$ cat config.mk
export PLATFORM = sky130hd
export DESIGN_NAME = tx_gearbox_feed
export DESIGN_NICKNAME = d
export VERILOG_FILES = /design/src/rtl/tx_gearbox_feed.sv
export SDC_FILE = /design/constraint.sdc
export NUM_CORES = 1
export LEC_CHECK = 0
export CAP_MARGIN = 20
export CORE_MARGIN = 1.5
export CORE_UTILIZATION = 30
export DETAILED_ROUTE_END_ITERATION = 10
export PLACE_DENSITY_LB_ADDON = 0.08
export RECOVER_POWER = 25
export SETUP_SLACK_MARGIN = 0.02
export SLEW_MARGIN = 0
export SYNTH_ARGS = -nofsm -noshare
export SYNTH_HDL_FRONTEND = slang
export SYNTH_SLANG_ARGS = --single-unit
$ cat constraint.sdc
create_clock -name clk -period 5.8 [get_ports clk]
set_clock_uncertainty 0.05 [all_clocks]
set_input_delay 1.16 -clock clk [delete_from_list [all_inputs] [get_ports clk]]
set_output_delay 1.16 -clock clk [all_outputs]
set_load 0.1 [all_outputs]
$ cat src/rtl/tx_gearbox_feed.sv
// Feeds a sync-header gearbox: 2-entry FIFO, per-slot sequence counter with pause slot, idle insertion on underflow.
// Optional TX_GEARBOX_FEED_UNDERFLOW_CNT_EN adds a saturating count of inserted idle blocks.
module tx_gearbox_feed #(
    parameter int DATA_W = 64,
    parameter int HEAD_W = 2,
    parameter int SEQ_W  = $clog2(DATA_W)
) (
    input  logic              clk,
    input  logic              nreset,
    input  logic              in_valid_i,
    output logic              in_ready_o,
    input  logic [HEAD_W-1:0] in_head_i,
    input  logic [DATA_W-1:0] in_data_i,
    input  logic              gb_full_i,
    output logic [SEQ_W-1:0]  seq_o,
    output logic [HEAD_W-1:0] head_o,
    output logic [DATA_W-1:0] data_o,
    output logic              valid_o,
    output logic              align_err_o
`ifdef TX_GEARBOX_FEED_UNDERFLOW_CNT_EN
    ,
    output logic [15:0]       underflow_cnt_o
`endif
);

    localparam int                 SHIFT_N   = DATA_W / HEAD_W;
    localparam logic [SEQ_W-1:0]   SHIFT_SEQ = SEQ_W'(SHIFT_N);
    localparam logic [HEAD_W-1:0]  IDLE_HEAD = HEAD_W'(2);
    localparam logic [DATA_W-1:0]  IDLE_DATA = DATA_W'(8'h1E);

    logic [HEAD_W-1:0] fh_q [2];
    logic [HEAD_W-1:0] fh_d [2];
    logic [DATA_W-1:0] fd_q [2];
    logic [DATA_W-1:0] fd_d [2];
    logic              wr_ptr_q, wr_ptr_d;
    logic              rd_ptr_q, rd_ptr_d;
    logic [1:0]        cnt_q, cnt_d;

    logic [SEQ_W-1:0]  seq_q, seq_d;
    logic [HEAD_W-1:0] head_q, head_d;
    logic [DATA_W-1:0] data_q, data_d;
    logic              valid_q, valid_d;
    logic              align_err_q, align_err_d;

    logic              fifo_full;
    logic              pause;
    logic              push;
    logic              pop;
    logic              idle;

`ifdef TX_GEARBOX_FEED_UNDERFLOW_CNT_EN
    logic [15:0]       uf_cnt_q, uf_cnt_d;
`endif

    // Readiness depends only on registered occupancy, never on this cycle's pop.
    assign fifo_full  = (cnt_q == 2'd2);
    assign in_ready_o = !fifo_full;

    always_comb begin
        seq_d       = (seq_q == SHIFT_SEQ) ? '0 : seq_q + SEQ_W'(1);
        pause       = (seq_d == SHIFT_SEQ);
        push        = in_valid_i && !fifo_full;
        pop         = !pause && (cnt_q != 2'd0);
        idle        = !pause && (cnt_q == 2'd0);

        fh_d        = fh_q;
        fd_d        = fd_q;
        wr_ptr_d    = wr_ptr_q;
        rd_ptr_d    = rd_ptr_q;
        cnt_d       = cnt_q + 2'(push) - 2'(pop);

        head_d      = head_q;
        data_d      = data_q;
        valid_d     = 1'b0;
        align_err_d = align_err_q | (gb_full_i != (seq_q == SHIFT_SEQ));

        if (push) begin
            fh_d[wr_ptr_q] = in_head_i;
            fd_d[wr_ptr_q] = in_data_i;
            wr_ptr_d       = !wr_ptr_q;
        end

        if (pop) begin
            head_d   = fh_q[rd_ptr_q];
            data_d   = fd_q[rd_ptr_q];
            valid_d  = 1'b1;
            rd_ptr_d = !rd_ptr_q;
        end else if (idle) begin
            head_d   = IDLE_HEAD;
            data_d   = IDLE_DATA;
            valid_d  = 1'b1;
        end
    end

`ifdef TX_GEARBOX_FEED_UNDERFLOW_CNT_EN
    always_comb begin
        uf_cnt_d = uf_cnt_q;
        if (idle && (uf_cnt_q != 16'hFFFF)) begin
            uf_cnt_d = uf_cnt_q + 16'd1;
        end
    end

    always_ff @(posedge clk or negedge nreset) begin
        if (!nreset) begin
            uf_cnt_q <= '0;
        end else begin
            uf_cnt_q <= uf_cnt_d;
        end
    end

    assign underflow_cnt_o = uf_cnt_q;
`endif

    always_ff @(posedge clk or negedge nreset) begin
        if (!nreset) begin
            fh_q        <= '{default: '0};
            fd_q        <= '{default: '0};
            wr_ptr_q    <= 1'b0;
            rd_ptr_q    <= 1'b0;
            cnt_q       <= 2'd0;
            seq_q       <= '0;
            head_q      <= '0;
            data_q      <= '0;
            valid_q     <= 1'b0;
            align_err_q <= 1'b0;
        end else begin
            fh_q        <= fh_d;
            fd_q        <= fd_d;
            wr_ptr_q    <= wr_ptr_d;
            rd_ptr_q    <= rd_ptr_d;
            cnt_q       <= cnt_d;
            seq_q       <= seq_d;
            head_q      <= head_d;
            data_q      <= data_d;
            valid_q     <= valid_d;
            align_err_q <= align_err_d;
        end
    end

    assign seq_o       = seq_q;
    assign head_o      = head_q;
    assign data_o      = data_q;
    assign valid_o     = valid_q;
    assign align_err_o = align_err_q;

endmodule

== Word level (Yosys, flattened, before mapping) ==
Index checks and enable logic that the tools add are counted.
Operators by class
  add/sub/neg operators: 3
  multipliers: 0
  div/mod/pow operators: 0
  order comparisons: 3
  eq/ne operators: 4
  shift-type cells: 0
  multiplexer cells: 19
  bitwise operators: 3
  reduce and logical (&&, ||, !) cells: 11
Operator list (count)
  2-to-1 mux 64 bit: 6
  bitwise mux 128 bit: 1
  demux 64 bit (select 1 bit): 1
  equality test 6 bit, second input constant: 2
  2-to-1 mux 2 bit: 6
  adder 6 x 1 -> 6 bit, second input constant: 1
  2-to-1 mux 6 bit: 1
  bitwise mux 4 bit: 1
  greater-or-equal comparator 2 bit, second input constant: 2
  logical AND 1 bit: 4
  zero test 1 bit: 4
  inverter 1 -> 2 bit: 2
  nonzero test 2 bit: 2
  adder 2 x 1 -> 2 bit: 1
  demux 2 bit (select 1 bit): 1
  equality test 2 bit, second input constant: 1
  zero test 2 bit: 1
  less-than comparator 2 x 1 -> 1 bit, second input constant: 1
  2-to-1 mux 1 bit: 2
  subtractor 2 x 1 -> 2 bit: 1
  != test 1 bit: 1
  OR 1 bit: 1
Storage, ports and cells
  register bits after elaboration: 210
  latch bits: 0
  RAM bits: 0
  bits in read-only memories: 0
  input port bits: 70
  output and inout port bits: 75
  logic and storage cells: 55
  memories: 0

== Depth between registers and ports, before layout ==
Gate-level depths: netlist of the first run.
  depth in word-level cells: 7
  depth in mapped cells: 10
  depth with buffers taken out: 10

== Least setup slack after synthesis of the first run ==
Ideal clock, no wire load.
  path type: reg2reg
  start point: reg seq_q[3] (netlist: seq_o[3])
  end point: reg cnt_q[1]
  setup time: 0.123 ns
  data arrival time: 2.716 ns
  data required time: 5.627 ns
  slack: 2.911 ns
  stages on the path, launching flop included: 11
  path buffers: 1
  clock period less this slack: 2.889 ns
  cell sequence: dfrtp_1 clkbuf_1 nand2_1 or3_1 a21oi_2 a41oi_1 ha_1 inv_1 ha_1 xnor2_1 xnor2_1
Between the ends
  word-level cells in the longest chain between the ends: 6
  elaborated cells between the ends (all ways): 7
  those cells by class: add/sub (2); eq/ne (2); mux (1); reduce/logical (2)
Ends and longest elaborated chain
  start: declaration: RTL line 39  | logic [SEQ_W-1:0] seq_q, seq_d;
  start signal: assignment: RTL line 132  | seq_q <= seq_d;
  adder 6 x 1 -> 6 bit / equality test 6 bit (equally long branches): RTL line 60  | seq_d = (seq_q == SHIFT_SEQ) ? '0 : seq_q + SEQ_W'(1);
  2-to-1 mux 6 bit *: RTL line 60
  via seq_d[5]: RTL line 39
  equality test 6 bit *: RTL line 61  | pause = (seq_d == SHIFT_SEQ);
  zero test 1 bit *: RTL line 63  | pop = !pause && (cnt_q != 2'd0);
  logical AND 1 bit *: RTL line 63
  via pop: RTL line 48  | logic pop;
  subtractor 2 x 1 -> 2 bit *: RTL line 70  | cnt_d = cnt_q + 2'(push) - 2'(pop);
  via cnt_d[1]: RTL line 37  | logic [1:0] cnt_q, cnt_d;
  end signal: assignment: RTL line 131  | cnt_q <= cnt_d;
  end: declaration: RTL line 37
The timed path passes the listed nets; every way through them passes the cells marked *.
A chain may end at the register's enable or synchronous reset.

==> results.md, run 1 <==
- GRT Total Usage: 13.5%
- Largest family of logic cells by synthesized area: multiplexers
- Worst slew pin tran: 3.01 ns
- Top Ports: 145
- Post-CTS setup buffer count: 0
- Clock transition at path regs: 0.06 ns
- Core area: around 0.029 sq mm
- Latest clock arrival within the worst-skew pair: 0.50 ns
- Post-Synth XOR/XNOR Area: 0.881%
- Die H: around 180 um
- Post-layout min period: 3.85 ns
- Post-synth EDFFs: 0
- R2R setup slack: roughly 2.5 ns
- Crit Path Class: in2async
- Clk root buf: clkbuf_16
- Detailed Place HPWL: 12,100 um
- Seq/Total Area, Yosys: approximately three fifths
- Post-DP Area: 0.0108 sq mm
- Fin Setup TNS: 0 ns
- Final ANT Viol Nets: 0
- Global-route wire length before repair: 33,200 um
- Crit path arrival time: 3.32 ns
- Most frequent cells in the layout: 209 x dfrtp_1, 169 x mux2_2, 141 x clkdlybuf4s50_1
- Unrepaired setup endpoints after global routing: false
- Max-cap violation count: 1
- H-tree depth: 1
- Initial Util: a little under a third
- Peak Freq: 0.260 GHz
- Post-CTS sizing: 0
- Gate count after technology mapping: 615
- Routed vias: roughly 5,300
- Violated checks: max-capacitance violations, max-slew violations
- N_diodes: 0
- Crit-path max FO: roughly 120
- IO buf count: 144
- Tcrit/Tclk final: 66.3%
- DRC: 0
- Share of cells above drive strength 1: 31.7%
- Top delay family on crit path: buffers and inverters
- Gpl congestion: 0.693
- M2 GR Usage: between 20% and 30%
- #FFs+latches synth: 210
- Post-Synth Simple-Gate Area: 3.92%
- Full die area: 0.0309 sq mm
- Status: finished with violations
- CTS tree: built
- Ys Warns: 0
- Commonest non-fill, non-tap cell in the layout: dfrtp_1
- CTS Hold Bufs: 0
- Compound-Gate Fraction of Synth Area: 0.336%
- Inserted Clock Buffers: 25
- Yosys cell types: 26
- CP cell instances: clkbuf_2
- Row count: between 60 and 70
- Adder-cell share of the synthesized area: 0.559%
- Antenna violations before repair: 0
- Synth Flop Type: dfrtp_1
- Mux contribution to synthesized area: 33.5%
- Number of vias per cell: 4.57
- CP required: 5.28 ns
- Slew margin rel.: -101%
- Async set or reset register ratio after synthesis: 100%
- Area grow syn2layout: 29.0%
- Largest net degree at the start of global routing: 118
- Syn nets: 689
- Synth Cell Area: 0.00895 sq mm
- Hold WC Path Type: reg2reg
- Slowest cell delay on critical path: ~2.1 ns
- Routing usage on met3: 3.16%
- Final setup viols: 0
- Die W: ~180 um
- WL per Instance: 17.4 um
- Startpoint types: input port
- Final slew viol count: 118
- DR iter-0 viols: approximately 160
- Global route hottest layer: met2
- Vias in the first global route: 6,022
- CP max stage cell: clkbuf_2
- Layout Nets: 831
- Drt pass-1 iters: 4
- Crit path buffers/inverters: 1
- Met1 Usage GRT: 17.2%
- Final hold violation count: 0
- DRT Wirelength: between 20,000 and 25,000 um
- Maximum root-to-sink buffer count: 3
- Syn avg cell area: 14.5 sq um
- GRT overflow: 0
- CP endpoint kind: asynchronous set/reset pin
- CTS Sinks: 210
- Final instance area: 0.0115 sq mm
layer usage:
metal | vias to the layer above | share of wire (%)
met3 | 25 | 5.1
met1 | 2759 | 45
li1 | 2426 | -
met2 | 105 | 48
met5 | - | 0
met4 | 0 | 1.6
cell usage after synthesis, drive strengths merged (2+ instances only):
cell type / count / area (sq um)
dfrtp: 210 / 5260
mux2: 198 / 2340
nor2: 67 / 251
mux2i: 66 / 661
clkbuf: 21 / 78.8
buf: 15 / 88.8
nand2: 7 / 26.3
xnor2: 7 / 61.3
ha: 4 / 50.1
inv: 4 / 15.0
nand3: 4 / 25.0
nand2b: 2 / 12.5
xor2: 2 / 17.5
cell type report:
class                           count  area (sq um)
Clock inverter                      6          55.1
Clock buffer                       37           691
Tap cell                          390           488
Multi-Input combinational cell    365          3540
Fill cell                        2803         17900
Timing Repair Buffer              151          1500
Inverter                            4          15.0
Sequential cell                   210          5260
state kept, by name, summed over array words and instances (netlist names):
signal,cells
align_err_o,1
data_o,64
head_o,2
seq_o,6
fd_q,128
wr_ptr_q,1
fh_q,4
cnt_q,2
valid_o,1
rd_ptr_q,1
cells by family (layout without fill, tap and decap cells):
kind of cell,count (synthesis),count (layout)
AND/OR/NAND/NOR,84,84
adder cells (fa/ha/maj),4,4
AO/OA/AOI/OAI,4,4
flip-flops,210,210
buffers and inverters,40,198
XOR/XNOR,9,9
multiplexers,264,264
path summary, 6_finish.rpt:
| path | depth (start not counted) | endpoint | startpoint |
|---|---|---|---|
| max reg2reg | 6 | data_o[31] | seq_o[2] |
| max | 1 | rd_ptr_q | nreset |
| max in group clk | 2 | in_ready_o | cnt_q[0] |
| min reg2reg | 1 | align_err_o | align_err_o |
| min | 1 | align_err_o | align_err_o |
| min in group asynchronous | 1 | data_o[13] | nreset |
metrics by stage:
stage          setup WS, ns  utilization [%]  hold slack [ns]  instances
2_1_floorplan          2.91                -            0.418        615
3_3_place_gp           2.28             36.7            0.400       1120
3_5_place_dp           2.23             36.7            0.406       1120
4_1_cts                2.18             39.2            0.422       1163
5_1_grt                1.20             39.2            0.464       1163
6_report               1.95             39.2            0.421       1163
Power of run 1 is not shown: default switching activity piles up to over one toggle a cycle in this logic, so the estimate is an artifact.
==> run 2: changes to the inputs <==
==> constraint.sdc (replaced) <==
create_clock -name clk -period 3.45 [get_ports clk]
set_clock_uncertainty 0.05 [all_clocks]
set_input_delay 0.69 -clock clk [delete_from_list [all_inputs] [get_ports clk]]
set_output_delay 0.69 -clock clk [all_outputs]
set_load 0.1 [all_outputs]
==> results.md, run 2 (synthesized netlist as in run 1, its figures left out) <==
- Inserted Clock Buffers: 25 (unchanged)
- Most frequent cells in the layout: 209 x dfrtp_1, 169 x mux2_2, 86 x clkdlybuf4s50_1 (was 209 x dfrtp_1, 169 x mux2_2, 141 x clkdlybuf4s50_1)
- Crit path arrival time: 2.02 ns (was 3.32 ns)
- WL per Instance: 17.5 um (was 17.4 um)
- Layout Nets: 838 (was 831)
- DRT Wirelength: 20,500 um (was 20,300 um)
- Maximum root-to-sink buffer count: 3 (unchanged)
- Unrepaired setup endpoints after global routing: false (unchanged)
- Vias in the first global route: 5,885 (was 6,022)
- Crit-path max FO: 2 (was 117)
- Slowest cell delay on critical path: 1.14 ns (was 2.07 ns)
- Post-layout min period: 2.76 ns
- Antenna violations before repair: 0 (unchanged)
- Violated checks: max-capacitance violations, max-slew violations (unchanged)
- Core area: 0.0295 sq mm (unchanged)
- Hold WC Path Type: reg2reg (unchanged)
- Crit path buffers/inverters: 1 (unchanged)
- Clk root buf: clkbuf_16 (unchanged)
- GRT overflow: 0 (unchanged)
- Latest clock arrival within the worst-skew pair: 0.52 ns (was 0.50 ns)
- Fin Setup TNS: 0 ns (unchanged)
- Post-CTS sizing: 0 (unchanged)
- CP endpoint kind: primary output (was asynchronous set/reset pin)
- Top delay family on crit path: buffers and inverters (unchanged)
- Sequential cell area: 0.00526 sq mm (unchanged)
- Max reg flops: 128 (unchanged)
- CP max stage cell: clkdlybuf4s50_1 (was clkbuf_2)
- Clock transition at path regs: 0.06 ns (about the same)
- Die W: 176 um (unchanged)
- GRT Total Usage: 13.7% (was 13.5%)
- Area grow syn2layout: 29.3% (was 29.0%)
- Peak Freq: 0.362 GHz
- Final setup viols: 0 (unchanged)
- Crit Path Class: reg2out (was in2async)
- CP cell instances: clkdlybuf4s50_1 (was clkbuf_2)
- Drt pass-1 iters: 4 (unchanged)
- Final slew viol count: 86 (was 118)
- Tcrit/Tclk final: 80.0%
- Share of cells above drive strength 1: 40.0% (was 31.7%)
- Number of vias per cell: 4.51 (was 4.57)
- Initial Util: 30.3% (unchanged)
- Detailed Place HPWL: 12,800 um (was 12,100 um)
- Row count: 63 (unchanged)
- Routed vias: 5,291 (was 5,315)
- Final ANT Viol Nets: 0 (unchanged)
- Status: finished with violations (unchanged)
- DR iter-0 viols: 167 (was 164)
- Worst slew pin tran: 2.35 ns (was 3.01 ns)
- Post-CTS setup buffer count: 0 (unchanged)
- Max-cap violation count: 1 (unchanged)
- CP required: 2.71 ns (was 5.28 ns)
- WHS: 0.423 ns (was 0.421 ns)
- H-tree depth: 1 (unchanged)
- Biggest register: fd_q (unchanged)
- Multi-input gate area: 0.00354 sq mm (about the same)
- Die H: 176 um (unchanged)
- Final hold violation count: 0 (unchanged)
- Slew margin rel.: -56.7% (was -101%)
- Startpoint types: flop (was input port)
- CTS Hold Bufs: 0 (unchanged)
- DRC: 0 (unchanged)
- Fillers: 2,836 (was 2,803)
- CTS Sinks: 210 (unchanged)
- Gpl congestion: 0.707 (was 0.693)
- Commonest non-fill, non-tap cell in the layout: dfrtp_1 (unchanged)
- IO buf count: 144 (unchanged)
- CTS tree: built (unchanged)
- Top Ports: 145 (unchanged)
- N_diodes: 0 (unchanged)
- Full die area: 0.0309 sq mm (unchanged)
- Largest net degree at the start of global routing: 87 (was 118)
- Global-route wire length before repair: 33,000 um (was 33,200 um)
==> run 2: path summary, 6_finish.rpt <==
path | startpoint | endpoint | slack (ns) | cells past startpoint
max in group asynchronous | nreset | fd_q[19] | 0.91 | 2
hold reg to reg | align_err_o | align_err_o | 0.42 | 1
hold / removal | align_err_o | align_err_o | 0.42 | 1
setup / recovery | data_o[28] | data_o[28] | 0.69 | 1
setup reg to reg | seq_o[2] | data_o[27] | 0.79 | 6
min in group asynchronous | nreset | data_o[13] | 0.80 | 1
==> run 2: layout make-up <==
type,instances,area share [%]
Inverter,4,0.130
Clock inverter,3,0.162
Clock buffer,42,6.74
Timing Repair Buffer,158,12.7
Multi-Input combinational cell,365,30.6
Tap cell,390,4.22
Sequential cell,210,45.5
==> run 2: per-layer routing <==
layer  share of wire, %  global-route usage [%]  vias to the layer above
met2                 49                    23.0                      107
met3                5.5                    3.33                       29
li1                   -                       -                     2440
met4                1.8                    3.17                        0
met1                 44                    17.7                     2715
met5                  0                       0                        -
==> run 2: worst register-to-register path: cells and delay by family (launching register included) <==
family          cells  cell delay (ns)
simple gates        3             1.04
flops               1             0.45
buf+inv             1             0.41
mux                 1             0.34
compound gates      1             0.26
==> run 2: per-stage QoR <==
stage               area [sq um]  worst slack, ns  util (%)  instances
floorplan                   8950            0.561         -        615
global placement           10800            0.790      36.6       1127
detailed placement         10800            0.763      36.6       1127
CTS                        11600            0.666      39.3       1172
global route               11600            0.393      39.2       1172
finish                     11600            0.691      39.2       1172
Power of run 2 is left out for the same reason.
